==> src/rtl/controller_fsm_if.sv <==
`default_nettype none
// ============================================================================
// Module      : controller_fsm_if
// Description : Control bus between the multi-cycle controller and its
//               datapath. The datapath supplies the IR1 opcode nibble; the
//               controller drives every select, enable and ALU control.
// Revision    : 1.0 - initial release
// ============================================================================
interface controller_fsm_if;
    logic [3:0] opcode;      // IR1[7:4]
    logic       pcSelect;    // 0: ALU-out, 1: IR2
    logic       pcEnable;
    logic       adrSelect;   // 0: PC, 1: IR2
    logic       ir1En;
    logic       ir2En;
    logic       regSelect;   // 0: IR1[3:0], 1: IR2[7:4]
    logic       wd3Select;   // 0: memRD, 1: ALU-out
    logic       regWrite;
    logic       op1Sel;      // 0: PC, 1: RD1
    logic       op2Sel;      // 0: RD2, 1: constant 1
    logic       aluOutEn;
    logic [2:0] aluControl;
    logic       memWrite;
    logic       halted;

    // Controller side
    modport master (
        input  opcode,
        output pcSelect, pcEnable, adrSelect, ir1En, ir2En,
        output regSelect, wd3Select, regWrite, op1Sel, op2Sel,
        output aluOutEn, aluControl, memWrite, halted
    );

    // Datapath side
    modport slave (
        output opcode,
        input  pcSelect, pcEnable, adrSelect, ir1En, ir2En,
        input  regSelect, wd3Select, regWrite, op1Sel, op2Sel,
        input  aluOutEn, aluControl, memWrite, halted
    );
endinterface
`default_nettype wire

==> src/rtl/controller_fsm.sv <==
`default_nettype none
// ============================================================================
// Module      : controller_fsm
// Description : Moore controller for a small 8-bit multi-cycle CPU.
//               FETCH1 -> FETCH2 -> EXEC per instruction, HALT is terminal
//               until reset. Outputs are registered: the control word for the
//               state being entered is computed on the same edge.
//               Optional macro CONTROLLER_LOAD_WAIT_EN adds an LDWAIT state
//               so LD writes back one cycle later (synchronous-read memory).
// Revision    : 1.0 - initial release
// ============================================================================
module controller_fsm (
    input  wire logic       clk,
    input  wire logic       reset,
    controller_fsm_if.master bus
);

    typedef enum logic [2:0] {
        S_FETCH1 = 3'd0,
        S_FETCH2 = 3'd1,
        S_EXEC   = 3'd2,
`ifdef CONTROLLER_LOAD_WAIT_EN
        S_LDWAIT = 3'd4,
`endif
        S_HALT   = 3'd3
    } state_t;

    typedef struct packed {
        logic       pcSelect;
        logic       pcEnable;
        logic       adrSelect;
        logic       ir1En;
        logic       ir2En;
        logic       regSelect;
        logic       wd3Select;
        logic       regWrite;
        logic       op1Sel;
        logic       op2Sel;
        logic       aluOutEn;
        logic [2:0] aluControl;
        logic       memWrite;
        logic       halted;
    } ctrl_t;

    localparam logic [2:0] c_ALU_ADD = 3'b000;
    localparam logic [3:0] c_OP_LD   = 4'h8;
    localparam logic [3:0] c_OP_ST   = 4'h9;
    localparam logic [3:0] c_OP_JMP  = 4'hA;
    localparam logic [3:0] c_OP_INC  = 4'hB;
    localparam logic [3:0] c_OP_HALT = 4'hF;

    state_t r_state;
    state_t w_next_state;
    ctrl_t  r_ctrl;

    // Control word for a given state; opcode matters only in EXEC.
    // Anything not set explicitly stays 0.
    function automatic ctrl_t f_decode(input state_t st, input logic [3:0] op);
        ctrl_t c;
        c = '0;
        case (st)
            S_FETCH1: begin
                c.ir1En      = 1'b1;
                c.op2Sel     = 1'b1;
                c.aluControl = c_ALU_ADD;
                c.pcEnable   = 1'b1;
            end
            S_FETCH2: begin
                c.ir2En      = 1'b1;
                c.op2Sel     = 1'b1;
                c.aluControl = c_ALU_ADD;
                c.pcEnable   = 1'b1;
            end
            S_EXEC: begin
                if (!op[3]) begin
                    // rd = rs op rt
                    c.regSelect  = 1'b1;
                    c.op1Sel     = 1'b1;
                    c.aluControl = op[2:0];
                    c.wd3Select  = 1'b1;
                    c.regWrite   = 1'b1;
                    c.aluOutEn   = 1'b1;
                end else begin
                    case (op)
                        c_OP_LD: begin
                            c.adrSelect = 1'b1;
`ifdef CONTROLLER_LOAD_WAIT_EN
                            c.regWrite  = 1'b0;
`else
                            c.regWrite  = 1'b1;
`endif
                        end
                        c_OP_ST: begin
                            c.adrSelect = 1'b1;
                            c.memWrite  = 1'b1;
                        end
                        c_OP_JMP: begin
                            c.pcSelect = 1'b1;
                            c.pcEnable = 1'b1;
                        end
                        c_OP_INC: begin
                            c.op1Sel     = 1'b1;
                            c.op2Sel     = 1'b1;
                            c.aluControl = c_ALU_ADD;
                            c.wd3Select  = 1'b1;
                            c.regWrite   = 1'b1;
                        end
                        default: ;  // NOP and HALT assert nothing
                    endcase
                end
            end
`ifdef CONTROLLER_LOAD_WAIT_EN
            S_LDWAIT: begin
                c.adrSelect = 1'b1;
                c.regWrite  = 1'b1;
            end
`endif
            S_HALT: begin
                c.halted = 1'b1;
            end
            default: ;
        endcase
        return c;
    endfunction

    // Next-state selection.
    always_comb begin
        w_next_state = S_FETCH1;
        case (r_state)
            S_FETCH1: w_next_state = S_FETCH2;
            S_FETCH2: w_next_state = S_EXEC;
            S_EXEC: begin
                if (bus.opcode == c_OP_HALT) begin
                    w_next_state = S_HALT;
`ifdef CONTROLLER_LOAD_WAIT_EN
                end else if (bus.opcode == c_OP_LD) begin
                    w_next_state = S_LDWAIT;
`endif
                end else begin
                    w_next_state = S_FETCH1;
                end
            end
            S_HALT:   w_next_state = S_HALT;
            default:  w_next_state = S_FETCH1;
        endcase
    end

    // State and registered control word; reset shows FETCH1 controls at once.
    // IR1 is already loaded when EXEC is entered, so opcode is valid here.
    always_ff @(posedge clk or posedge reset) begin
        if (reset) begin
            r_state <= S_FETCH1;
            r_ctrl  <= f_decode(S_FETCH1, 4'h0);
        end else begin
            r_state <= w_next_state;
            r_ctrl  <= f_decode(w_next_state, bus.opcode);
        end
    end

    assign bus.pcSelect   = r_ctrl.pcSelect;
    assign bus.pcEnable   = r_ctrl.pcEnable;
    assign bus.adrSelect  = r_ctrl.adrSelect;
    assign bus.ir1En      = r_ctrl.ir1En;
    assign bus.ir2En      = r_ctrl.ir2En;
    assign bus.regSelect  = r_ctrl.regSelect;
    assign bus.wd3Select  = r_ctrl.wd3Select;
    assign bus.regWrite   = r_ctrl.regWrite;
    assign bus.op1Sel     = r_ctrl.op1Sel;
    assign bus.op2Sel     = r_ctrl.op2Sel;
    assign bus.aluOutEn   = r_ctrl.aluOutEn;
    assign bus.aluControl = r_ctrl.aluControl;
    assign bus.memWrite   = r_ctrl.memWrite;
    assign bus.halted     = r_ctrl.halted;

endmodule
`default_nettype wire

==> src/flat_wrapper.sv <==
// flat-port wrapper written by rule: the top's interface ports become plain ports
module controller_fsm_flat 
  (clk, reset, bus_opcode, bus_pcSelect, bus_pcEnable, bus_adrSelect, bus_ir1En, bus_ir2En, bus_regSelect, bus_wd3Select, bus_regWrite, bus_op1Sel, bus_op2Sel, bus_aluOutEn, bus_aluControl, bus_memWrite, bus_halted);
  controller_fsm_if bus_i ();
  input  wire logic clk;
  input  wire logic reset;
  input wire logic [$bits(bus_i.opcode)-1:0] bus_opcode;
  output wire logic [$bits(bus_i.pcSelect)-1:0] bus_pcSelect;
  output wire logic [$bits(bus_i.pcEnable)-1:0] bus_pcEnable;
  output wire logic [$bits(bus_i.adrSelect)-1:0] bus_adrSelect;
  output wire logic [$bits(bus_i.ir1En)-1:0] bus_ir1En;
  output wire logic [$bits(bus_i.ir2En)-1:0] bus_ir2En;
  output wire logic [$bits(bus_i.regSelect)-1:0] bus_regSelect;
  output wire logic [$bits(bus_i.wd3Select)-1:0] bus_wd3Select;
  output wire logic [$bits(bus_i.regWrite)-1:0] bus_regWrite;
  output wire logic [$bits(bus_i.op1Sel)-1:0] bus_op1Sel;
  output wire logic [$bits(bus_i.op2Sel)-1:0] bus_op2Sel;
  output wire logic [$bits(bus_i.aluOutEn)-1:0] bus_aluOutEn;
  output wire logic [$bits(bus_i.aluControl)-1:0] bus_aluControl;
  output wire logic [$bits(bus_i.memWrite)-1:0] bus_memWrite;
  output wire logic [$bits(bus_i.halted)-1:0] bus_halted;
  assign bus_i.opcode = bus_opcode;
  assign bus_pcSelect = bus_i.pcSelect;
  assign bus_pcEnable = bus_i.pcEnable;
  assign bus_adrSelect = bus_i.adrSelect;
  assign bus_ir1En = bus_i.ir1En;
  assign bus_ir2En = bus_i.ir2En;
  assign bus_regSelect = bus_i.regSelect;
  assign bus_wd3Select = bus_i.wd3Select;
  assign bus_regWrite = bus_i.regWrite;
  assign bus_op1Sel = bus_i.op1Sel;
  assign bus_op2Sel = bus_i.op2Sel;
  assign bus_aluOutEn = bus_i.aluOutEn;
  assign bus_aluControl = bus_i.aluControl;
  assign bus_memWrite = bus_i.memWrite;
  assign bus_halted = bus_i.halted;
  controller_fsm u_core (.clk(clk), .reset(reset), .bus(bus_i));
endmodule
==> config.mk <==
export PLATFORM = sky130hd
export DESIGN_NAME = controller_fsm_flat
export DESIGN_NICKNAME = d
export VERILOG_FILES = /design/src/rtl/controller_fsm_if.sv /design/src/rtl/controller_fsm.sv /design/src/flat_wrapper.sv
export SDC_FILE = /design/constraint.sdc
export NUM_CORES = 1
export LEC_CHECK = 0
export ABC_AREA = 1
export BUFFER_PORTS_ARGS = -buffer_cell sky130_fd_sc_hd__buf_2
export CAP_MARGIN = 15
export CORE_MARGIN = 10
export CORE_UTILIZATION = 45
export DETAILED_ROUTE_END_ITERATION = 8
export PLACE_DENSITY = 0.81
export SLEW_MARGIN = 0
export SYNTH_ARGS = -nofsm -noshare
export SYNTH_HDL_FRONTEND = slang
export SYNTH_SLANG_ARGS = --single-unit
==> constraint.sdc <==
create_clock -name clk -period 1.08 [get_ports clk]
set_input_delay 0.216 -clock clk [delete_from_list [all_inputs] [get_ports clk]]
set_output_delay 0.216 -clock clk [all_outputs]
set_load 0.1 [all_outputs]
==> reports/results.ini <==
[drt]
antenna_left=0
viasPerCell=4.786
wl_per_cell_um=12.63
wirelength_mm=1.301
dr.pass1.iters=4
route.detailed.drc=0
drtIter0Drc=6
via_count=493

[yosys]
synth_edf_count=0
synth_largest_area_cell=dfrtp_1
yosys-top-cells-area=dfrtp_1 (53%), dfstp_2 (13%), inv_1 (7.4%)
ys_async_sr_fraction=1.000
synth-compound-area-share=0.01643
synthSimpleGateAreaFrac=0.2156
syn_inst=63
seq_area_frac_synth=0.6632
synth-xor-area-share=0
muxShareOfSynthArea=0
yosysMostFrequentCell=dfrtp_1
synthTopCellsByCount=dfrtp_1 (13), inv_1 (12), nor2_1 (11), nand2_1 (10), nand3_1 (7)
syn-cell-area_um2=609.3
synth_cell_types=12
synth_top_family_by_area=simple AND/OR/NAND/NOR gates
ys_warn_count=0
netlist.area_leader.share=0.5339
synth-main-ff-cell=dfrtp_1
synthAdderAreaFrac=0
syn_avg_cell_area_um2=9.672
synthesis.nets=69
synth-seq-cells=16

[outcome]
status=finished, violations left
violations=setup timing

[critical_path]
crit_family=flip-flops
start_kind=flop
crit_fanout=1
cpPeakStageDelay_ns=0.55
critPathBufInv=1
cp.arrival_ns=1.00
slowest_stage=dfstp_2
end_kind=primary output
cp_data_required_time_ns=0.86
criticalPathCategory=flop to primary output
path_cells=buf_12

[floorplanning]
die_area_um2=3226
coreArea_um2=1285
rows=13
num_io_pins=22
chipHeight_um=56.80
initial_utilization=0.4742
fp.dieW_um=56.80

[placement]
hpwl_mm=1.097
gp_congestion=0.7848
portBuffers=21

[timing]
finClkSkew_ns=0.01213
final.min_clock_period_ns=1.220
rsz0062_at_grt=yes
tightest_slew_ns=0.2440
tns_ns=-1.013
setup_viol=16
fin_crit_sh=1.129
fmaxAchievable_mhz=819.9
final_hold_viol_count=0
setup_ws_ns=-0.1397
slew_violations=0
max_slew_margin=0.8362

[finish]
seq_area_um2=422.9
final_nets=95
area_growth_pct=69.20
layout-drive-gt1-share=0.4886
utilization=0.8023
largest_reg_flops=3
multi_input_area_um2=141.4
n_antenna_cell=0
fillers=69

[cts]
ctsLongestPathBuffers=2
cts.sinks=16
cts_setup_buffers=0
cts_max_level=1
root_buffer=clkbuf_4
cts_made_buffers=3
post_cts_resized=0
cts.clk_slew.worst_paths_ns=0.10
cts_tree=done
clk_latency_ns=0.29

[job]
cap_violations=0

[pwr]
p_leak_nw=0.5266
ir_drop_mv=0.8030
finalPower_mw=1.035
power_density_nw_per_um2=1004

[grt]
grt_pass1_vias=534
grt_pass1_wl_mm=2.325
overflow=0
track_usage=0.08928
antenna_found_initial=0
grt_start_max_net_pins=17

[worst_hold_path]
hold_class=primary input to flop

-- cell type report --
type,instances,share of cell area
sequential,16,0.4102
tap,15,0.01820
timing repair buffer,23,0.3519
clock buffer,4,0.03519
inverter,13,0.04733
multi-input combinational,32,0.1371
-- per-layer routing --
metal  global-route usage  up-vias  share of wire
met2               0.1599       26           0.53
met4              0.06711        0          0.044
met3              0.03371        7           0.10
met5                    0        -              0
met1              0.07828      223           0.33
li1                     -      237              -
-- cells by family (layout without fill, tap and decap cells) --
kind of cell,Yosys count,count (layout)
compound gates,2,2
flops,16,16
simple gates,30,30
buf+inv,15,40
-- worst register-to-register path, cell delays in order (launching register included) --
cell and delay (ns):
dfrtp_1 0.44, inv_1 0.11, nor2_1 0.05, nand2_1 0.10, nand3_1 0.08
-- report_power, final --
part           leakage [nW]  switching, mW  internal, mW  total, mW
Sequential            0.179              0         0.599      0.599
Clock                0.0210          0.185         0.205      0.390
Combinational         0.326         0.0307        0.0158     0.0464
Total                 0.527          0.215         0.820       1.04
-- path summary, 6_finish.rpt --
kind                                                   from                                  to  slack (ns)  cells after the start
worst max register to register  u_core.r_state[1]$_DFF_PP0_         u_core.r_state[0]$_DFF_PP0_        0.18                      4
worst min register to register  u_core.r_state[0]$_DFF_PP0_         u_core.bus.halted$_DFF_PP0_        0.60                      2
worst max-delay path            u_core.bus.op2Sel$_DFF_PP1_                          bus_op2Sel       -0.14                      1
max in group asynchronous                             reset          u_core.bus.ir1En$_DFF_PP1_        0.36                      4
worst min-delay path                          bus_opcode[2]  u_core.bus.aluControl[2]$_DFF_PP0_        0.18                      3
min in group asynchronous                             reset      u_core.bus.regSelect$_DFF_PP0_        0.46                      4
-- per-stage QoR --
stage	instances	hold slack [ns]	worst slack, ns	cell area [µm²]
after floorplan	63	0.1270	-0.005777	639.4
after global placement	98	0.2166	0.1739	984.7
after detailed placement	98	0.2212	0.1667	984.7
after CTS	103	0.1773	-0.1476	1031
after global routing	103	0.1908	-0.1702	1031
final	103	0.1760	-0.1397	1031
-- cells in the final DEF, fill, tap and decap left out, drive strengths merged --
cell | Yosys | routed
buf | 2 | 22
clkbuf | 0 | 4
dfrtp | 13 | 13
dfstp | 3 | 3
dlygate4sd3 | 0 | 1
inv | 13 | 13
nand2 | 11 | 11
nand3 | 7 | 7
nor2 | 12 | 12
o21ai | 2 | 2
-- repair_timing --
action                                 in CTS  in global routing
endpoints found under the hold margin      13                  0
pin swaps                                   0                  0
gates cloned                                0                  0
setup endpoints to repair                  16                 16
hold buffers                                1                  0
Power figures use the tool's default switching activity.
